<file path="config.mk">
export PLATFORM = sky130hd
export DESIGN_NAME = uart_rx
export DESIGN_NICKNAME = d
export VERILOG_FILES = /design/src/rtl/uart_rx.sv
export SDC_FILE = /design/constraint.sdc
export NUM_CORES = 1
export LEC_CHECK = 0
export CAP_MARGIN = 10
export CELL_PAD_IN_SITES_DETAIL_PLACEMENT = 0
export CELL_PAD_IN_SITES_GLOBAL_PLACEMENT = 2
export CORE_ASPECT_RATIO = 1.75
export CORE_MARGIN = 2
export CORE_UTILIZATION = 35
export CTS_CLUSTER_DIAMETER = 150
export CTS_CLUSTER_SIZE = 25
export DETAILED_ROUTE_END_ITERATION = 12
export MAX_ROUTING_LAYER = met4
export PLACE_DENSITY = 0.86
export SETUP_SLACK_MARGIN = 0.2
export SYNTH_ARGS = -nofsm -noshare
export SYNTH_HDL_FRONTEND = slang
export SYNTH_SLANG_ARGS = --single-unit
</file>
<file path="constraint.sdc">
create_clock -name clk -period 2.46 [get_ports clk]
set_input_delay 0.615 -clock clk [delete_from_list [all_inputs] [get_ports clk]]
set_output_delay 0.615 -clock clk [all_outputs]
set_load 0.01 [all_outputs]
</file>
<file path="src/rtl/uart_rx.sv">
// 8N1 UART receiver, LSB first: 2-flop line synchronizer, mid-bit start qualification,
// centre sampling of each data bit, registered valid/framing-error strobes.
// Latency: strobes appear one cycle after the stop-bit centre sample; no backpressure
// (the byte is held only until the next good byte, so a missed o_valid loses it).
//
// Ports:
//   clk          sole clock, rising edge
//   rst          synchronous active-high reset
//   i_rx_bit     asynchronous serial line, idles high
//   o_data_byte  last good byte, held until the next good byte
//   o_valid      one-cycle pulse when o_data_byte updates
//   o_frame_err  one-cycle pulse when the stop bit samples low
//   rx_busy      high from start detect until return to IDLE
module uart_rx #(
  parameter int CLKS_PER_BITS = 868
) (
  input  logic       clk,
  input  logic       rst,
  input  logic       i_rx_bit,
  output logic [7:0] o_data_byte,
  output logic       o_valid,
  output logic       o_frame_err,
  output logic       rx_busy
);

  localparam logic [13:0] HALF_BIT = 14'((CLKS_PER_BITS - 1) / 2);
  localparam logic [13:0] BIT_LAST = 14'(CLKS_PER_BITS - 1);

  typedef enum logic [2:0] {
    S_IDLE,
    S_START,
    S_DATA,
    S_STOP,
    S_BREAK
  } state_t;

  state_t      state_q;
  logic        rx_meta_q;
  logic        rx_s_q;
  logic [13:0] cnt_q;
  logic [2:0]  idx_q;
  logic [7:0]  shift_q;

  logic [13:0] cnt_d;
  logic [2:0]  idx_d;

  assign cnt_d = cnt_q + 14'd1;
  assign idx_d = idx_q + 3'd1;

  always_ff @(posedge clk) begin
    if (rst) begin
      // Sync flops reset to the idle level so a low line after reset is seen
      // as a fresh falling level rather than a stale one.
      rx_meta_q   <= 1'b1;
      rx_s_q      <= 1'b1;
      state_q     <= S_IDLE;
      cnt_q       <= 14'd0;
      idx_q       <= 3'd0;
      shift_q     <= 8'h00;
      o_data_byte <= 8'h00;
      o_valid     <= 1'b0;
      o_frame_err <= 1'b0;
      rx_busy     <= 1'b0;
    end else begin
      rx_meta_q   <= i_rx_bit;
      rx_s_q      <= rx_meta_q;
      o_valid     <= 1'b0;
      o_frame_err <= 1'b0;

      case (state_q)
        S_IDLE: begin
          cnt_q <= 14'd0;
          idx_q <= 3'd0;
          if (!rx_s_q) begin
            state_q <= S_START;
            rx_busy <= 1'b1;
          end
        end

        S_START: begin
          // Half a bit in: still low means a real start bit, otherwise a glitch.
          if (cnt_q == HALF_BIT) begin
            cnt_q <= 14'd0;
            if (!rx_s_q) begin
              state_q <= S_DATA;
            end else begin
              state_q <= S_IDLE;
              rx_busy <= 1'b0;
            end
          end else begin
            cnt_q <= cnt_d;
          end
        end

        S_DATA: begin
          // Counting from the start-bit centre, a full bit lands on each data centre.
          if (cnt_q == BIT_LAST) begin
            cnt_q          <= 14'd0;
            shift_q[idx_q] <= rx_s_q;
            idx_q          <= idx_d;
            if (idx_q == 3'd7) begin
              state_q <= S_STOP;
            end
          end else begin
            cnt_q <= cnt_d;
          end
        end

        S_STOP: begin
          // IDLE is re-entered at mid-stop-bit, leaving half a bit of margin
          // for a back-to-back start edge.
          if (cnt_q == BIT_LAST) begin
            cnt_q <= 14'd0;
            if (rx_s_q) begin
              o_data_byte <= shift_q;
              o_valid     <= 1'b1;
              state_q     <= S_IDLE;
              rx_busy     <= 1'b0;
            end else begin
              o_frame_err <= 1'b1;
              state_q     <= S_BREAK;
            end
          end else begin
            cnt_q <= cnt_d;
          end
        end

        S_BREAK: begin
          // A held-low line must go high before a new start can be detected.
          if (rx_s_q) begin
            state_q <= S_IDLE;
            rx_busy <= 1'b0;
          end
        end

        default: begin
          state_q <= S_IDLE;
          rx_busy <= 1'b0;
        end
      endcase
    end
  end

endmodule

</file>
## Word level (Yosys, flattened, before mapping)

Cells that the tools add are included.

| word-level totals | value |
|---|---|
| flip-flop bits (word level) | 41 |
| input bits | 3 |
| output and inout port bits | 11 |
| logic and storage cells | 65 |

| operators by class | value |
|---|---|
| add/subtract/negate cells | 2 |
| $lt $le $gt $ge | 2 |
| equal/unequal tests | 13 |
| multiplexer cells | 24 |
| bitwise logic cells | 3 |
| reductions and logical operators | 11 |

Operators with widths:

| kind | number |
|---|---|
| 14-bit case mux with 3 select lines | 1 |
| 14-bit two-way mux | 2 |
| 3-bit two-way mux | 8 |
| 3-bit case mux with 5 select lines | 1 |
| 14-bit by 1-bit adder with 14-bit output, second input constant | 1 |
| 14-bit by 10-bit == test with 1-bit output, second input constant | 1 |
| 14-bit by 9-bit == test with 1-bit output, second input constant | 1 |
| 2-bit != test, second input constant | 6 |
| 8-bit bitwise mux | 1 |
| 1-bit two-way mux | 7 |
| 3-bit by 2-bit == test with 1-bit output, second input constant | 2 |
| 3-bit == test, second input constant | 2 |
| 3-bit case mux with 2 select lines | 1 |
| 6-bit AND reduction | 1 |
| 1-bit case mux with 5 select lines | 1 |
| 3-bit by 4-bit < comparator with 1-bit output, second input constant | 1 |
| 2-bit AND reduction | 2 |
| 4-bit AND reduction | 1 |
| 3-bit by 1-bit adder with 3-bit output, second input constant | 1 |
| 1-bit demux with 3-bit select | 1 |
| 3-bit by 1-bit == test with 1-bit output, second input constant | 1 |
| 3-bit by 1-bit >= comparator with 1-bit output, second input constant | 1 |
| 3-bit logical NOT | 1 |
| 1-bit NOT | 3 |
| 7 further kinds | 7 |

## Depth between registers and ports, before layout

| logic depth | value |
|---|---|
| word-level depth | 5 |
| depth in mapped cells | 7 |
| depth with buffers taken out | 7 |

## Worst setup path after synthesis

Ideal clock, no wire load.

| timing path | value |
|---|---|
| kind | reg2reg |
| start | reg cnt_q[10] |
| end | reg state_q[0] |
| library setup time | 0.123 ns |
| arrival time | 2.042 ns |
| required time | 2.337 ns |
| setup slack | 0.294 ns |
| stages on the path, launching flop included | 6 |
| path buffers | 0 |
| period minus slack after synthesis | 2.166 ns |
| cell sequence | dfxtp_1 -> or4b_4 -> or4_1 -> a21o_1 -> a21oi_2 -> mux2_1 |

| between the ends | value |
|---|---|
| cells in the longest elaborated chain, start to end | 3 |
| elaborated cells between the ends (all ways) | 6 |
| classes of those cells | eq/ne: 5; reduce/logical: 1 |

RTL lines:

| item | line | text |
|---|---|---|
| from (decl) | 40 | `logic [13:0] cnt_q;` |
| from (signal assigned) | 91 | `cnt_q <= cnt_d;` |
| from (signal assigned) | 105 | `cnt_q <= cnt_d;` |
| from (signal assigned) | 124 | `cnt_q <= cnt_d;` |
| 14-bit by 10-bit == test with 1-bit output / 14-bit by 9-bit == test with 1-bit output (equally long branches) | 97, 112, 82 |  |
| 2-bit != test (no source line) | -- |  |
| 6-bit AND reduction (no source line) * | -- |  |
| to (signal assigned) | 102 | `state_q <= S_STOP;` |
| to (signal assigned) | 117 | `state_q <= S_IDLE;` |
| to (signal assigned) | 121 | `state_q <= S_BREAK;` |
| to (decl) | 37 | `state_t state_q;` |

Mark *: on every way between the ends. The rest lies on a longest branch, timed or not.
A chain may end at the register's enable or synchronous reset.

## Final worst setup path

| timing path | value |
|---|---|
| start | reg cnt_q[1] |
| end | reg state_q[0] |

Same word-level chain as after synthesis.

==> results.md <==
* Mux share of post-synthesis cell area at 10.37%
* CTS sink cnt at 41
* Post-Route WL at 4.642 mm
* Final Critical Period at 2.229 ns
* Synth Area in Adders at 2.561%
* First-pass GRT wire length at 7.700 mm
* Num ports at 14
* Yosys warns at 0
* CP Class: flip-flop to flip-flop
* Antenna Nets Post-Route at 0
* Die ar. at 0.006221 sq mm
* DR vias at 1711
* Vias in the first global route at 1709
* Max capacitance violation total at 0
* Worst Clk Skew at 0.006869 ns
* Setup TNS at 0 ns
* XOR/XNOR Fraction of Synth Area at 0.4481%
* Rel. slew slack at 64.43%
* Post-synthesis simple-gate area fraction at 30.41%
* Syn Inst Count at 225
* Fin cells at 326
* Vias per cell at 5.248
* Sequential Area at 833.3 sq um
* Clock Tree Buf Depth at 2
* GP Congestion at 0.8232
* CP max FO at 5
* Nets at 256
* Syn_nets at 232
* Peak supply drop at 0.0002637 V
* Main combinational cell family by area after synthesis: simple AND/OR/NAND/NOR gates
* Largest net degree at the start of global routing at 26
* Placed Instance Area at 0.002227 sq mm
* Worst-path clk slew at 0.08 ns
* DR WL/cell at 14.24 microns
* Area occupied by multi-input gates at 0.001121 sq mm
* Synth cell types at 38
* Fin. Hold Viols at 0
* Pre-antenna DRT Iters at 4
* Delay-heaviest family, CP: simple AND/OR/NAND/NOR gates
* Iter 0 DRT Violations at 39
* Dpl cells at 316
* Num CTS Buffers at 5
* Synth Area per Inst at 8.686 sq um
* DIE HEIGHT at 102.9 microns
* Hpwl dp at 3.309 mm
* CTS H-tree depth at 2
* Grt total ovfl at 0
* Area growth, synth to finish at 21.89%
* Fmax achieved at 448.7 MHz
* Yosys reg bits at 41
* Run status: finished, final reports clean
* Crit-path slowest cell: or4_4
* Power, Total at 1.478 mW
* Share of layout cells above drive strength 1 at 17.20%
* Clk Latency, worst-skew pair at 0.29 ns
* Post-Syn Area at 0.001954 sq mm
* All-layer global routing usage at 16.91%
* P_leak at 0.9525 nW
* RSZ-0062 raised after global routing: yes
* WP buf/inv at 1
* Max incr delay on CP at 0.53 ns
* Chip Width at 60.49 microns
* CP arrival at 2.41 ns
* Fillers at 577
* Antenna Cells at 0
* Final Max Slew Viols at 0
* Clk root buf: clkbuf_8
* Initial Util at 35.56%
* DRC at 0
* Hold-fix buffer count after cts at 0
* Crit share post-route at 90.60%
* Compound-Gate Fraction of Synth Area at 11.46%
* Actual slew at the worst max-slew pin at 0.5287 ns
* Worst Setup Start Kind: flip-flop
* Crit-path cells: inv_2 > ha_4 > or3b_4 > or4_4 > a21o_1 > a21oi_2 > mux2_4
* Endpoints failing setup at 0
* Core Region at 0.005495 sq mm
* Hold crit path type: flip-flop to flip-flop
* Power density cells at 620.3 mW/mm^2
* Post-route design area at 0.002382 sq mm
* Post-synthesis sequential area ratio at 42.00%
* Std cell rows at 36
* Critical path required time at 2.64 ns
* CTS tree: built
* Antenna violations before repair at 0
* Setup crit end kind: flip-flop
* Port bufs at 13
## Yosys cell counts
cell       instances  area, sq um
a22oi_1            2        15.01
or2_2              4        25.02
a21oi_2            1        8.760
a31oi_1           10        62.56
inv_1              3        11.26
o21ba_2            1        10.01
nand2b_1           2        12.51
dfxtp_1           41        820.8
and3_1             4        25.02
mux2_1             2        22.52
xnor2_1            1        8.760
nor4_1             5        31.28
a21o_1             3        22.52
a2bb2oi_1          1        8.760
or4_1              2        15.01
nor4_2             1        12.51
nand3_1           15        75.07
mux2i_1           18        180.2
and2_1             2        12.51
nand4bb_1          1        11.26
nor2_1            30        112.6
or4b_4             1        13.76
a41oi_1            1        8.760
nor3_1             3        15.01
or3b_2             1        8.760
nand4b_1           5        43.79
buf_2              4        20.02
nand4_1            6        37.54
clkbuf_1           5        18.77
o21ai_0            8        40.04
buf_1              1        3.750
nand2_1           16        60.06
a22o_1             2        17.52
ha_1               4        50.05
or3_1              6        37.54
nor3b_1            1        7.510
nor2b_1            6        37.54
a21oi_1            6        30.03
## power by group
part           total [mW]  leakage, nW  switching [mW]  internal [mW]
clock               0.432       0.0439           0.236          0.196
combinational       0.322        0.574           0.182          0.140
sequential          0.723        0.334          0.0373          0.686
## final cells by class
type                            instances  area share [%]
Inverter                                3          0.4727
Sequential cell                        41           34.98
Clock buffer                            5           2.889
Tap cell                               76           3.992
Clock inverter                          3          0.7353
Multi-Input combinational cell        171           47.06
Timing Repair Buffer                   27           9.874
## placed cells by master (no fill, tap or decap), types with 5 or more instances in the layout
cell	count
nor2_1	30
o21ai_0	8
buf_4	14
clkdlybuf4s50_1	13
or3_1	6
nor4_1	5
nor2b_1	6
nand4_1	6
nand2_1	16
a31oi_1	9
nand3_1	15
nand4b_1	5
a21oi_1	6
mux2i_1	18
clkbuf_8	5
dfxtp_1	35
## registers in the layout (all words and copies together), names as in the netlist
name / count
o_frame_err: 1
o_data_byte: 8
o_valid: 1
shift_q: 8
cnt_q: 14
idx_q: 3
rx_busy: 1
state_q: 3
rx_meta_q: 1
rx_s_q: 1
## through the flow
step / hold slack, ns / setup WS [ns] / util [%]
finish: 0.4233 / 0.2313 / 43.35
global route: 0.4541 / 0.1575 / 43.35
CTS: 0.4276 / 0.2148 / 42.24
detailed placement: 0.3998 / 0.1896 / 40.53
global placement: 0.3999 / 0.2199 / 40.53
floorplan: 0.3895 / 0.2945 / -
## layer usage
layer	vias up	wire [microns]	global-route usage [%]	share of wire, %
met5	-	0	-	0
met4	0	119	7.525	2.6
met3	8	87	3.262	1.9
met2	23	2659	31.52	57
met1	816	1776	16.14	38
li1	864	-	-	-
## worst register-to-register path, cell delays in order, from the launching register on
cell	delay, ns
dfxtp_4	0.37
inv_2	0.06
ha_4	0.10
or3b_4	0.36
or4_4	0.53
a21o_1	0.20
a21oi_2	0.18
mux2_4	0.31
## final timing paths
path | cells after the start | to | slack (ns) | start
hold / removal | 1 | rx_s_q | 0.42 | rx_meta_q
setup reg to reg | 7 | state_q[0] | 0.23 | cnt_q[1]
hold reg to reg | 1 | rx_s_q | 0.42 | rx_meta_q
setup / recovery | 7 | state_q[0] | 0.23 | cnt_q[1]
## kinds of logic (layout without fill, tap and decap cells)
family / Yosys count / count (layout)
XOR/XNOR: 1 / 1
AND/OR/NAND/NOR: 111 / 111
adder cells (fa/ha/maj): 4 / 4
AO/OA/AOI/OAI: 35 / 35
flip-flops: 41 / 41
multiplexers: 20 / 20
buffers and inverters: 13 / 38
## what timing repair did
action	4_1_cts	5_1_grt
endpoints found under the hold margin	0	0
pin swaps	1	2
setup endpoints to repair	2	15
setup buffers	1	1
resized for setup	0	17
Power figures use the tool's default switching activity.
